--- config.mk ---
export PLATFORM = sky130hd
export DESIGN_NAME = stats_poller_avlstrm_flat
export DESIGN_NICKNAME = d
export VERILOG_FILES = /design/src/rtl/stats_poller_avlstrm_pkg.sv /design/src/rtl/avl_stream_if.sv /design/src/rtl/stats_snap_ram.sv /design/src/rtl/stats_poller_avlstrm.sv /design/src/flat_wrapper.sv
export SDC_FILE = /design/constraint.sdc
export NUM_CORES = 1
export LEC_CHECK = 0
export CAP_MARGIN = 20
export CELL_PAD_IN_SITES_DETAIL_PLACEMENT = 0
export CELL_PAD_IN_SITES_GLOBAL_PLACEMENT = 1
export CORE_MARGIN = 2
export CORE_UTILIZATION = 43
export CTS_CLUSTER_SIZE = 20
export DETAILED_ROUTE_END_ITERATION = 16
export HOLD_SLACK_MARGIN = 0.02
export PLACE_DENSITY_LB_ADDON = 0.25
export SLEW_MARGIN = 5
export SYNTH_ARGS = -nofsm -noshare
export SYNTH_HDL_FRONTEND = slang
export SYNTH_SLANG_ARGS = --single-unit
--- constraint.sdc ---
create_clock -name Clk -period 4.8 [get_ports Clk]
set_input_delay 0.96 -clock Clk [delete_from_list [all_inputs] [get_ports Clk]]
set_output_delay 0.96 -clock Clk [all_outputs]
set_load 0.02 [all_outputs]
--- src/rtl/stats_poller_avlstrm_pkg.sv ---
// Shared definitions for the status register bus: register map, address
// layout and the poller FSM encoding.
package stats_poller_avlstrm_pkg;

    localparam int unsigned STAT_AWIDTH = 4;
    localparam int unsigned NUM_REG     = 64;
    localparam int unsigned AVL_DW      = 64;

    localparam logic [STAT_AWIDTH-1:0] TOP_REG      = 4'hA;
    localparam logic [7:0]             REG_CTRL     = 8'hF0;
    localparam logic [7:0]             REG_NOTUSED  = 8'hFF;
    localparam logic [31:0]            TIMEOUT_DATA = 32'hDEAD_BEEF;

    typedef logic [31:0] stats_t;

    typedef enum logic [2:0] {
        ST_IDLE,
        ST_WR,
        ST_RD_ISSUE,
        ST_RD_WAIT,
        ST_DONE
    } poll_state_e;

    // Bus address: select field on top, register index in the low byte.
    function automatic logic [29:0] stat_addr(input logic [STAT_AWIDTH-1:0] sel,
                                              input logic [7:0]             regno);
        return {sel, {(30-STAT_AWIDTH-8){1'b0}}, regno};
    endfunction

endpackage

--- src/rtl/avl_stream_if.sv ---
// Single-beat Avalon-ST style channel used by the status register bus.
interface avl_stream_if;
    import stats_poller_avlstrm_pkg::*;

    logic              valid;
    logic              ready;
    logic              sop;
    logic              eop;
    logic [AVL_DW-1:0] data;

    modport tx (output valid, sop, eop, data, input ready);
    modport rx (input valid, sop, eop, data, output ready);
endinterface

--- src/rtl/stats_snap_ram.sv ---
// Snapshot buffer: one write port, one registered read port. Contents are
// not reset; only the read register is.
module stats_snap_ram
    import stats_poller_avlstrm_pkg::*;
#(
    parameter int unsigned DEPTH = 16,
    parameter int unsigned AW    = 4
) (
    input  logic          Clk,
    input  logic          Rst_n,
    input  logic          we,
    input  logic [AW-1:0] waddr,
    input  stats_t        wdata,
    input  logic [AW-1:0] raddr,
    output stats_t        rdata
);

    stats_t mem_q [DEPTH];
    stats_t rdata_q;

    always_ff @(posedge Clk) begin
        if (we) begin
            mem_q[waddr] <= wdata;
        end
    end

    // Read-before-write: a same-cycle write is not visible to this read.
    always_ff @(posedge Clk) begin
        if (!Rst_n) begin
            rdata_q <= '0;
        end else begin
            rdata_q <= mem_q[raddr];
        end
    end

    assign rdata = rdata_q;

endmodule

--- src/rtl/stats_poller_avlstrm.sv ---
// Status bus requester: sweeps a register window into a snapshot buffer
// and issues single control writes.
module stats_poller_avlstrm
    import stats_poller_avlstrm_pkg::*;
#(
    parameter int unsigned             FIRST_REG = 0,
    parameter int unsigned             NUM_POLL  = 16,
    parameter logic [STAT_AWIDTH-1:0]  SEL       = TOP_REG,
    parameter int unsigned             TIMEOUT   = 64,
    localparam int unsigned            IDX_W     = (NUM_POLL > 1) ? $clog2(NUM_POLL) : 1
) (
    input  logic                Clk,
    input  logic                Rst_n,
    input  logic                start,
    input  logic                ctrl_wr,
    input  logic [31:0]         ctrl_wdata,
    output logic                busy,
    output logic                sweep_done,
    output logic [NUM_POLL-1:0] err_map,
    output logic [15:0]         timeout_cnt,
    input  logic [IDX_W-1:0]    snap_raddr,
    output stats_t              snap_rdata,
    avl_stream_if.tx            stats_wreq,
    avl_stream_if.tx            stats_rreq,
    avl_stream_if.rx            stats_rresp
);

    localparam int unsigned        CNT_W     = $clog2(TIMEOUT);
    localparam logic [CNT_W-1:0]   WCNT_LAST = CNT_W'(TIMEOUT - 1);
    localparam logic [IDX_W-1:0]   IDX_LAST  = IDX_W'(NUM_POLL - 1);

    poll_state_e         state_q, state_d;
    logic [IDX_W-1:0]    idx_q, idx_d;
    logic [CNT_W-1:0]    wcnt_q, wcnt_d;
    logic [NUM_POLL-1:0] err_map_q, err_map_d;
    logic [15:0]         tocnt_q, tocnt_d;
    logic [31:0]         wdata_q, wdata_d;

    logic                ram_we;
    stats_t              ram_wdata;
    logic                rd_finish;
    logic [7:0]          reg_sel;
    logic                unused_resp;

    assign reg_sel = 8'(FIRST_REG) + 8'(idx_q);

    always_ff @(posedge Clk) begin
        if (!Rst_n) begin
            state_q   <= ST_IDLE;
            idx_q     <= '0;
            wcnt_q    <= '0;
            err_map_q <= '0;
            tocnt_q   <= '0;
        end else begin
            state_q   <= state_d;
            idx_q     <= idx_d;
            wcnt_q    <= wcnt_d;
            err_map_q <= err_map_d;
            tocnt_q   <= tocnt_d;
        end
    end

    // Control write data is captured on entry to WR and held until accepted.
    always_ff @(posedge Clk) begin
        wdata_q <= wdata_d;
    end

    always_comb begin
        state_d   = state_q;
        idx_d     = idx_q;
        wcnt_d    = wcnt_q;
        err_map_d = err_map_q;
        tocnt_d   = tocnt_q;
        wdata_d   = wdata_q;
        ram_we    = 1'b0;
        ram_wdata = stats_rresp.data[31:0];
        rd_finish = 1'b0;

        unique case (state_q)
            ST_IDLE: begin
                if (ctrl_wr) begin
                    state_d = ST_WR;
                    wdata_d = ctrl_wdata;
                end else if (start) begin
                    state_d = ST_RD_ISSUE;
                    idx_d   = '0;
                end
            end
            ST_WR: begin
                if (stats_wreq.ready) begin
                    state_d = ST_IDLE;
                end
            end
            ST_RD_ISSUE: begin
                if (stats_rreq.ready) begin
                    state_d = ST_RD_WAIT;
                    wcnt_d  = '0;
                end
            end
            ST_RD_WAIT: begin
                wcnt_d = wcnt_q + CNT_W'(1);
                // A reply in the final wait cycle still counts as a reply.
                if (stats_rresp.valid) begin
                    ram_we           = 1'b1;
                    err_map_d[idx_q] = 1'b0;
                    rd_finish        = 1'b1;
                end else if (wcnt_q == WCNT_LAST) begin
                    ram_we           = 1'b1;
                    ram_wdata        = TIMEOUT_DATA;
                    err_map_d[idx_q] = 1'b1;
                    rd_finish        = 1'b1;
                    if (tocnt_q != 16'hFFFF) begin
                        tocnt_d = tocnt_q + 16'd1;
                    end
                end
                if (rd_finish) begin
                    if (idx_q == IDX_LAST) begin
                        state_d = ST_DONE;
                    end else begin
                        idx_d   = idx_q + IDX_W'(1);
                        state_d = ST_RD_ISSUE;
                    end
                end
            end
            ST_DONE: begin
                state_d = ST_IDLE;
            end
            default: begin
                state_d = ST_IDLE;
            end
        endcase
    end

    assign busy        = (state_q != ST_IDLE);
    assign sweep_done  = (state_q == ST_DONE);
    assign err_map     = err_map_q;
    assign timeout_cnt = tocnt_q;

    assign stats_wreq.valid = (state_q == ST_WR);
    assign stats_wreq.sop   = 1'b1;
    assign stats_wreq.eop   = 1'b1;
    assign stats_wreq.data  = {2'b00, stat_addr(SEL, REG_CTRL), wdata_q};

    assign stats_rreq.valid = (state_q == ST_RD_ISSUE);
    assign stats_rreq.sop   = 1'b1;
    assign stats_rreq.eop   = 1'b1;
    assign stats_rreq.data  = {34'd0, stat_addr(SEL, reg_sel)};

    assign stats_rresp.ready = 1'b1;
    assign unused_resp = ^{stats_rresp.sop, stats_rresp.eop, stats_rresp.data[AVL_DW-1:32]};

    stats_snap_ram #(
        .DEPTH (NUM_POLL),
        .AW    (IDX_W)
    ) u_snap_ram (
        .Clk   (Clk),
        .Rst_n (Rst_n),
        .we    (ram_we),
        .waddr (idx_q),
        .wdata (ram_wdata),
        .raddr (snap_raddr),
        .rdata (snap_rdata)
    );

endmodule

--- src/flat_wrapper.sv ---
// flat-port wrapper written by rule: the top's interface ports become plain ports
module stats_poller_avlstrm_flat import stats_poller_avlstrm_pkg::*;
#(
    parameter int unsigned             FIRST_REG = 0,
    parameter int unsigned             NUM_POLL  = 16,
    parameter logic [STAT_AWIDTH-1:0]  SEL       = TOP_REG,
    parameter int unsigned             TIMEOUT   = 64,
    localparam int unsigned            IDX_W     = (NUM_POLL > 1) ? $clog2(NUM_POLL) : 1
)
  (Clk, Rst_n, start, ctrl_wr, ctrl_wdata, busy, sweep_done, err_map, timeout_cnt, snap_raddr, snap_rdata, stats_wreq_valid, stats_wreq_sop, stats_wreq_eop, stats_wreq_data, stats_wreq_ready, stats_rreq_valid, stats_rreq_sop, stats_rreq_eop, stats_rreq_data, stats_rreq_ready, stats_rresp_valid, stats_rresp_sop, stats_rresp_eop, stats_rresp_data, stats_rresp_ready);
  avl_stream_if stats_wreq_i ();
  avl_stream_if stats_rreq_i ();
  avl_stream_if stats_rresp_i ();
  input  logic Clk;
  input  logic Rst_n;
  input  logic start;
  input  logic ctrl_wr;
  input  logic [31:0] ctrl_wdata;
  output logic busy;
  output logic sweep_done;
  output logic [NUM_POLL-1:0] err_map;
  output logic [15:0] timeout_cnt;
  input  logic [IDX_W-1:0] snap_raddr;
  output stats_t snap_rdata;
  output wire logic [$bits(stats_wreq_i.valid)-1:0] stats_wreq_valid;
  output wire logic [$bits(stats_wreq_i.sop)-1:0] stats_wreq_sop;
  output wire logic [$bits(stats_wreq_i.eop)-1:0] stats_wreq_eop;
  output wire logic [$bits(stats_wreq_i.data)-1:0] stats_wreq_data;
  input wire logic [$bits(stats_wreq_i.ready)-1:0] stats_wreq_ready;
  output wire logic [$bits(stats_rreq_i.valid)-1:0] stats_rreq_valid;
  output wire logic [$bits(stats_rreq_i.sop)-1:0] stats_rreq_sop;
  output wire logic [$bits(stats_rreq_i.eop)-1:0] stats_rreq_eop;
  output wire logic [$bits(stats_rreq_i.data)-1:0] stats_rreq_data;
  input wire logic [$bits(stats_rreq_i.ready)-1:0] stats_rreq_ready;
  input wire logic [$bits(stats_rresp_i.valid)-1:0] stats_rresp_valid;
  input wire logic [$bits(stats_rresp_i.sop)-1:0] stats_rresp_sop;
  input wire logic [$bits(stats_rresp_i.eop)-1:0] stats_rresp_eop;
  input wire logic [$bits(stats_rresp_i.data)-1:0] stats_rresp_data;
  output wire logic [$bits(stats_rresp_i.ready)-1:0] stats_rresp_ready;
  assign stats_wreq_valid = stats_wreq_i.valid;
  assign stats_wreq_sop = stats_wreq_i.sop;
  assign stats_wreq_eop = stats_wreq_i.eop;
  assign stats_wreq_data = stats_wreq_i.data;
  assign stats_wreq_i.ready = stats_wreq_ready;
  assign stats_rreq_valid = stats_rreq_i.valid;
  assign stats_rreq_sop = stats_rreq_i.sop;
  assign stats_rreq_eop = stats_rreq_i.eop;
  assign stats_rreq_data = stats_rreq_i.data;
  assign stats_rreq_i.ready = stats_rreq_ready;
  assign stats_rresp_i.valid = stats_rresp_valid;
  assign stats_rresp_i.sop = stats_rresp_sop;
  assign stats_rresp_i.eop = stats_rresp_eop;
  assign stats_rresp_i.data = stats_rresp_data;
  assign stats_rresp_ready = stats_rresp_i.ready;
  stats_poller_avlstrm #(.FIRST_REG(FIRST_REG), .NUM_POLL(NUM_POLL), .SEL(SEL), .TIMEOUT(TIMEOUT)) u_core (.Clk(Clk), .Rst_n(Rst_n), .start(start), .ctrl_wr(ctrl_wr), .ctrl_wdata(ctrl_wdata), .busy(busy), .sweep_done(sweep_done), .err_map(err_map), .timeout_cnt(timeout_cnt), .snap_raddr(snap_raddr), .snap_rdata(snap_rdata), .stats_wreq(stats_wreq_i), .stats_rreq(stats_rreq_i), .stats_rresp(stats_rresp_i));
endmodule
# Yosys cells after proc, flatten, opt, wreduce, memory -nomap -nowiden
# Memory sizes are Yosys's and may differ from the RTL's. A register that Yosys moved wholly into a read port is not among the register bits.
# Index checks and enable logic that the tools add are counted.
# word_totals
ff_bits,77
mem_bits_rw,512
in_bits,109
out_inout_bits,201
elab_cells,70
memories,1
# classes
add_sub_neg,3
order_cmp,2
n_eq_ne,14
muxes,27
bitwise_logic,4
reduce_logical,13
# mem_list
memory,words,word_bits,rd,rd_clocked_by_memory_dff,wr,line_no,text
u_core.u_snap_ram.mem_q,16,32,1,1,1,stats_snap_ram.sv:18,stats_t mem_q [DEPTH];
# op_table
op,n
$mux 32,3
$mux 16,2
$mux 3,6
$add 16x1->16 const B,1
$and 16x16->16,1
$mux 4,4
$ne 16x16->1 const B,1
$not 16->16,1
$or 16x16->16,1
$pmux 3 s4,1
$pmux 6 s2,1
$pmux 4 s2,1
$reduce_and 4->1,2
$mux 1,7
$add 6x1->6 const B,1
$eq 3x2->1 const B,2
$eq 6x6->1 const B,1
$mux 6,1
$ne 2x1->1 const B,3
$ne 2x2->1 const B,3
$reduce_and 2->1,3
$reduce_bool 2->1,3
$lt 4x5->1 const B,1
$reduce_and 5->1,1
12 further kinds,12

# Logic depth before layout (Yosys ltp)
# logic_depth
word_depth,7
ltp_mapped,8
depth_no_buf,5

# By module
# From an unflattened synthesis, not the netlist that was laid out.
# unflattened
hier_cells,1520
hier_area_um2,24656.1
# by_module_without_submodules
mod,n_inst,cells_each,area_each_um2,seq_area_each_um2
stats_snap_ram,1,1079,20534.7,16015.4
stats_poller_avlstrm,1,441,4121.5,1861.8

# Worst setup path after synthesis
# No wires, ideal clock.
# synth_path
path_kind,input to register
startpoint,in stats_rresp_valid
endpoint,reg with a tool-made name
setup_time_ps,72
arrival_time_ps,5020
t_required_ps,4728
setup_slack_ps,-292
path_stages,4
path_buffers,1
cell_sequence,a21oi_1 > clkbuf_1 > nor4_1 > o221a_2
# synth_lines
element,line_no,text
start: declaration,flat_wrapper.sv:35,input wire logic [$bits(stats_rresp_i.valid)-1:0] stats_rresp_valid;

# Worst setup path after layout
# layout_path
startpoint,reg u_core.state_q[0]
endpoint,out stats_wreq_valid
# layout_between
elab_chain_len,1
# layout_lines
element,line_no,text
start: declaration,stats_poller_avlstrm.sv:32,"poll_state_e state_q, state_d;"
start signal: assignment,stats_poller_avlstrm.sv:55,state_q <= state_d;
$eq 3x1->1,stats_poller_avlstrm.sv:139,assign stats_wreq.valid = (state_q == ST_WR);
end: declaration,flat_wrapper.sv:25,output wire logic [$bits(stats_wreq_i.valid)-1:0] stats_wreq_valid;
# Every way passes these cells.

==> results.py <==
metrics = {
    "power": {
        "switching_power_mw": 2.51,
        "power_density_mw_per_mm2": 402,
        "ir_worst_vdd_mv": 0.330,
        "switching_share_pct": 21.5,
        "leakagePower_nw": 9.58,
        "p_int_mw": 9.13,
        "seqPwrFrac_pct": 51.2,
        "pwr-share-comb_pct": 6.4,
        "clockPowerShare_pct": 42.4,
    },
    "layout": {
        "n_antenna_cell": 0,
        "mostFrequentLayoutCell": "edfxtp_1",
        "nNetsFinal": 1650,
        "syn_to_final_growth_pct": 18.9,
        "n_fill_cell": 4677,
        "layout-drive-gt1-share_pct": 17.1,
        "design_area_mm2": 0.0290,
        "multi_input_area_mm2": 0.00591,
        "seq_area_mm2": 0.0179,
        "layout_common_cells": "544 x edfxtp_1, 175 x clkdlybuf4s50_1, 112 x mux4_2",
        "layoutNonFillerInstCount": 2343,
    },
    "routing": {
        "avgRoutedWirePerCell_um": 22.7,
        "dr_total_vias": 12309,
        "firstDrtPassIters": 5,
        "postRouteAntennaNets": 0,
        "via_per_inst": 5.25,
        "drc_errors": 0,
        "totalWireLength_mm": 53.1,
        "first_iter_violations": 824,
    },
    "grt": {
        "grt-ovfl-total": 0,
        "grt_pass1_vias": 12411,
        "grt_usage_pct": 18.0,
        "antenna_found_initial": 2,
        "grt_pass1_wl_mm": 78.6,
        "grt_start_max_net_pins": 50,
    },
    "yosys": {
        "synth_area_leaders": "edfxtp_1 67%, mux4_2 10%, dfxtp_1 6.3%, mux2i_1 3.8%, buf_4 3.1%",
        "netlist_area_mm2": 0.0244,
        "synth.distinct_cells": 55,
        "yosysWarningCount": 0,
        "yosysSeqAreaShare_pct": 73.3,
        "synth_top_cell_area_share_pct": 67.0,
        "synthFlopType": "edfxtp_1",
        "syn_inst": 1321,
        "synth-edff-count": 544,
        "synth_top_area_cell": "edfxtp_1",
        "async_flop_share_pct": 0,
        "syn_area_per_cell_um2": 18.5,
        "ys_ff_latch": 621,
    },
    "clocking": {
        "cts_hold_buffers": 0,
        "numCtsBuffers": 66,
        "insertion_delay_ns": 0.59,
        "cts_tree": "built",
        "ctsResizeCount": 0,
        "cts_buffer_depth": 3,
        "htree_levels": 3,
        "cts_sinks": 621,
        "cts_setup_buffers": 0,
        "cts-root-buf": "clkbuf_16",
        "path_clk_slew_ns": 0.06,
    },
    "critical_path": {
        "start_kind": "flop",
        "r2r_start": "u_core.state_q[1]",
        "slowest_stage": "clkdlybuf4s50_1",
        "crit_family": "buffers and inverters",
        "cp_max_fo": 12,
        "crit_buf_inv": 2,
        "crit_chain": "inv_1, nor3_1, clkdlybuf4s50_1",
        "worstSetupEndpointType": "output pin",
        "cpPeakStageDelay_ns": 0.64,
        "crit_start": "u_core.state_q[0]",
        "arrival_ns": 2.08,
        "crit_type": "flop to output pin",
        "crit_required_ns": 3.84,
    },
    "timing": {
        "max_freq_ghz": 0.329,
        "hold_viol_final": 0,
        "min_period_ns": 3.04,
        "layout_setup_ws_ns": 1.76,
        "rsz0062_at_grt": "no",
        "maxSlewHeadroom_pct": 23.9,
        "min_period_over_period_pct": 63.4,
        "tightestPinTransition_ns": 1.14,
        "fin_tns_setup_ns": 0,
        "drv_slew": 0,
        "hold_ws_ns": 0.493,
        "fin_skew_ns": 0.0152,
        "setup_violations": 0,
    },
    "min_path": {
        "hold_start": "u_core.wcnt_q[4]",
        "min_path_type": "flop to flop",
    },
    "die": {
        "fp.coreArea_mm2": 0.0562,
        "die-area_mm2": 0.0586,
        "pin_count": 310,
        "die_x_um": 242,
        "row_count": 87,
        "dieHeight_um": 242,
        "initial_core_util_pct": 43.4,
    },
    "run": {
        "maxCapViolations": 0,
    },
    "place": {
        "pre_cts_ws_ns": 1.48,
        "gp_congestion": 0.751,
        "hpwl_mm": 28.4,
        "numPortBuffers": 178,
        "dp.cells": 2221,
        "placed_area_mm2": 0.0268,
    },
    "run_status": {
        "status": "finished, final reports clean",
    },
}
[worst paths after layout]
check                                                       to  slack (ns)  depth (start not counted)
worst max-delay path                          stats_wreq_valid        1.76                          3
worst min-delay path                          u_core.wcnt_q[4]        0.49                          1
worst max register to register  u_core.u_snap_ram.mem_q[0][10]        2.12                          5
worst min register to register                u_core.wcnt_q[4]        0.49                          1
[sequential cells by signal (all words and copies together), names as in the netlist, named ones only]
name and cells:
u_core.idx_q 4, u_core.state_q 3, u_core.timeout_cnt 16, u_core.u_snap_ram.mem_q 512, u_core.u_snap_ram.rdata 32, u_core.wcnt_q 6
u_core.wdata_q 32
[power by group through the flow]
stage / Sequential (mW) / Clock, mW / Combinational, mW
CTS: 5.97 / 5.05 / 0.753
floorplan: 6.14 / 0 / 0.461
global route: 5.97 / 5.25 / 0.802
detailed placement: 6.08 / 0 / 0.751
finish: 5.97 / 4.93 / 0.745
global placement: 6.08 / 0 / 0.742
[per-layer routing]
| metal | part of all wire, % | GRT usage (%) | vias up | wire (µm) |
|---|---|---|---|---|
| met4 | 1.9 | 4.41 | 4 | 1020 |
| met3 | 5.8 | 4.69 | 77 | 3080 |
| met1 | 44 | 24.6 | 6351 | 23400 |
| met2 | 48 | 29.0 | 327 | 25600 |
| li1 | - | - | 5550 | - |
| met5 | 0.049 | 0 | - | 26 |
[cell families after synthesis]
| kind of cell | share of synthesized area, % |
|---|---|
| mux | 14.2 |
| compound gates | 3.74 |
| simple gates | 4.04 |
| buf+inv | 4.37 |
| other cells | 0.0308 |
| fa+ha+maj | 0.308 |
| flops | 73.3 |
[layout make-up]
type                    instances  area share [%]
flip-flops and latches        621            61.7
multi-input cells             617            20.4
clock inverters                27           0.928
inverters                      14           0.181
well taps                     756            3.26
repair buffers                215            7.23
clock buffers                  93            6.30
[through the flow]
| stage | util, % | power (mW) |
|---|---|---|
| finish | 51.6 | 11.6 |
| global route | 51.6 | 12.0 |
| CTS | 51.5 | 11.8 |
| detailed placement | 47.8 | 6.83 |
| global placement | 47.8 | 6.82 |
| floorplan | - | 6.60 |
[cells in the mapped netlist, types with 4 or more instances]
cell,number
o22ai_1,32
and2_1,14
nand4_1,5
or3_1,4
nor2_1,14
nor4_1,20
dfxtp_1,77
inv_1,13
buf_2,15
mux4_2,112
buf_1,8
o221a_1,10
nand2_1,31
o31ai_1,7
or4_1,13
nand3_1,14
o21ai_0,28
ha_1,6
nand2b_1,31
o221a_2,5
a21oi_1,35
mux2i_1,93
clkbuf_1,40
edfxtp_1,544
o21ai_1,6
buf_4,101
Power figures use the tool's default switching activity.
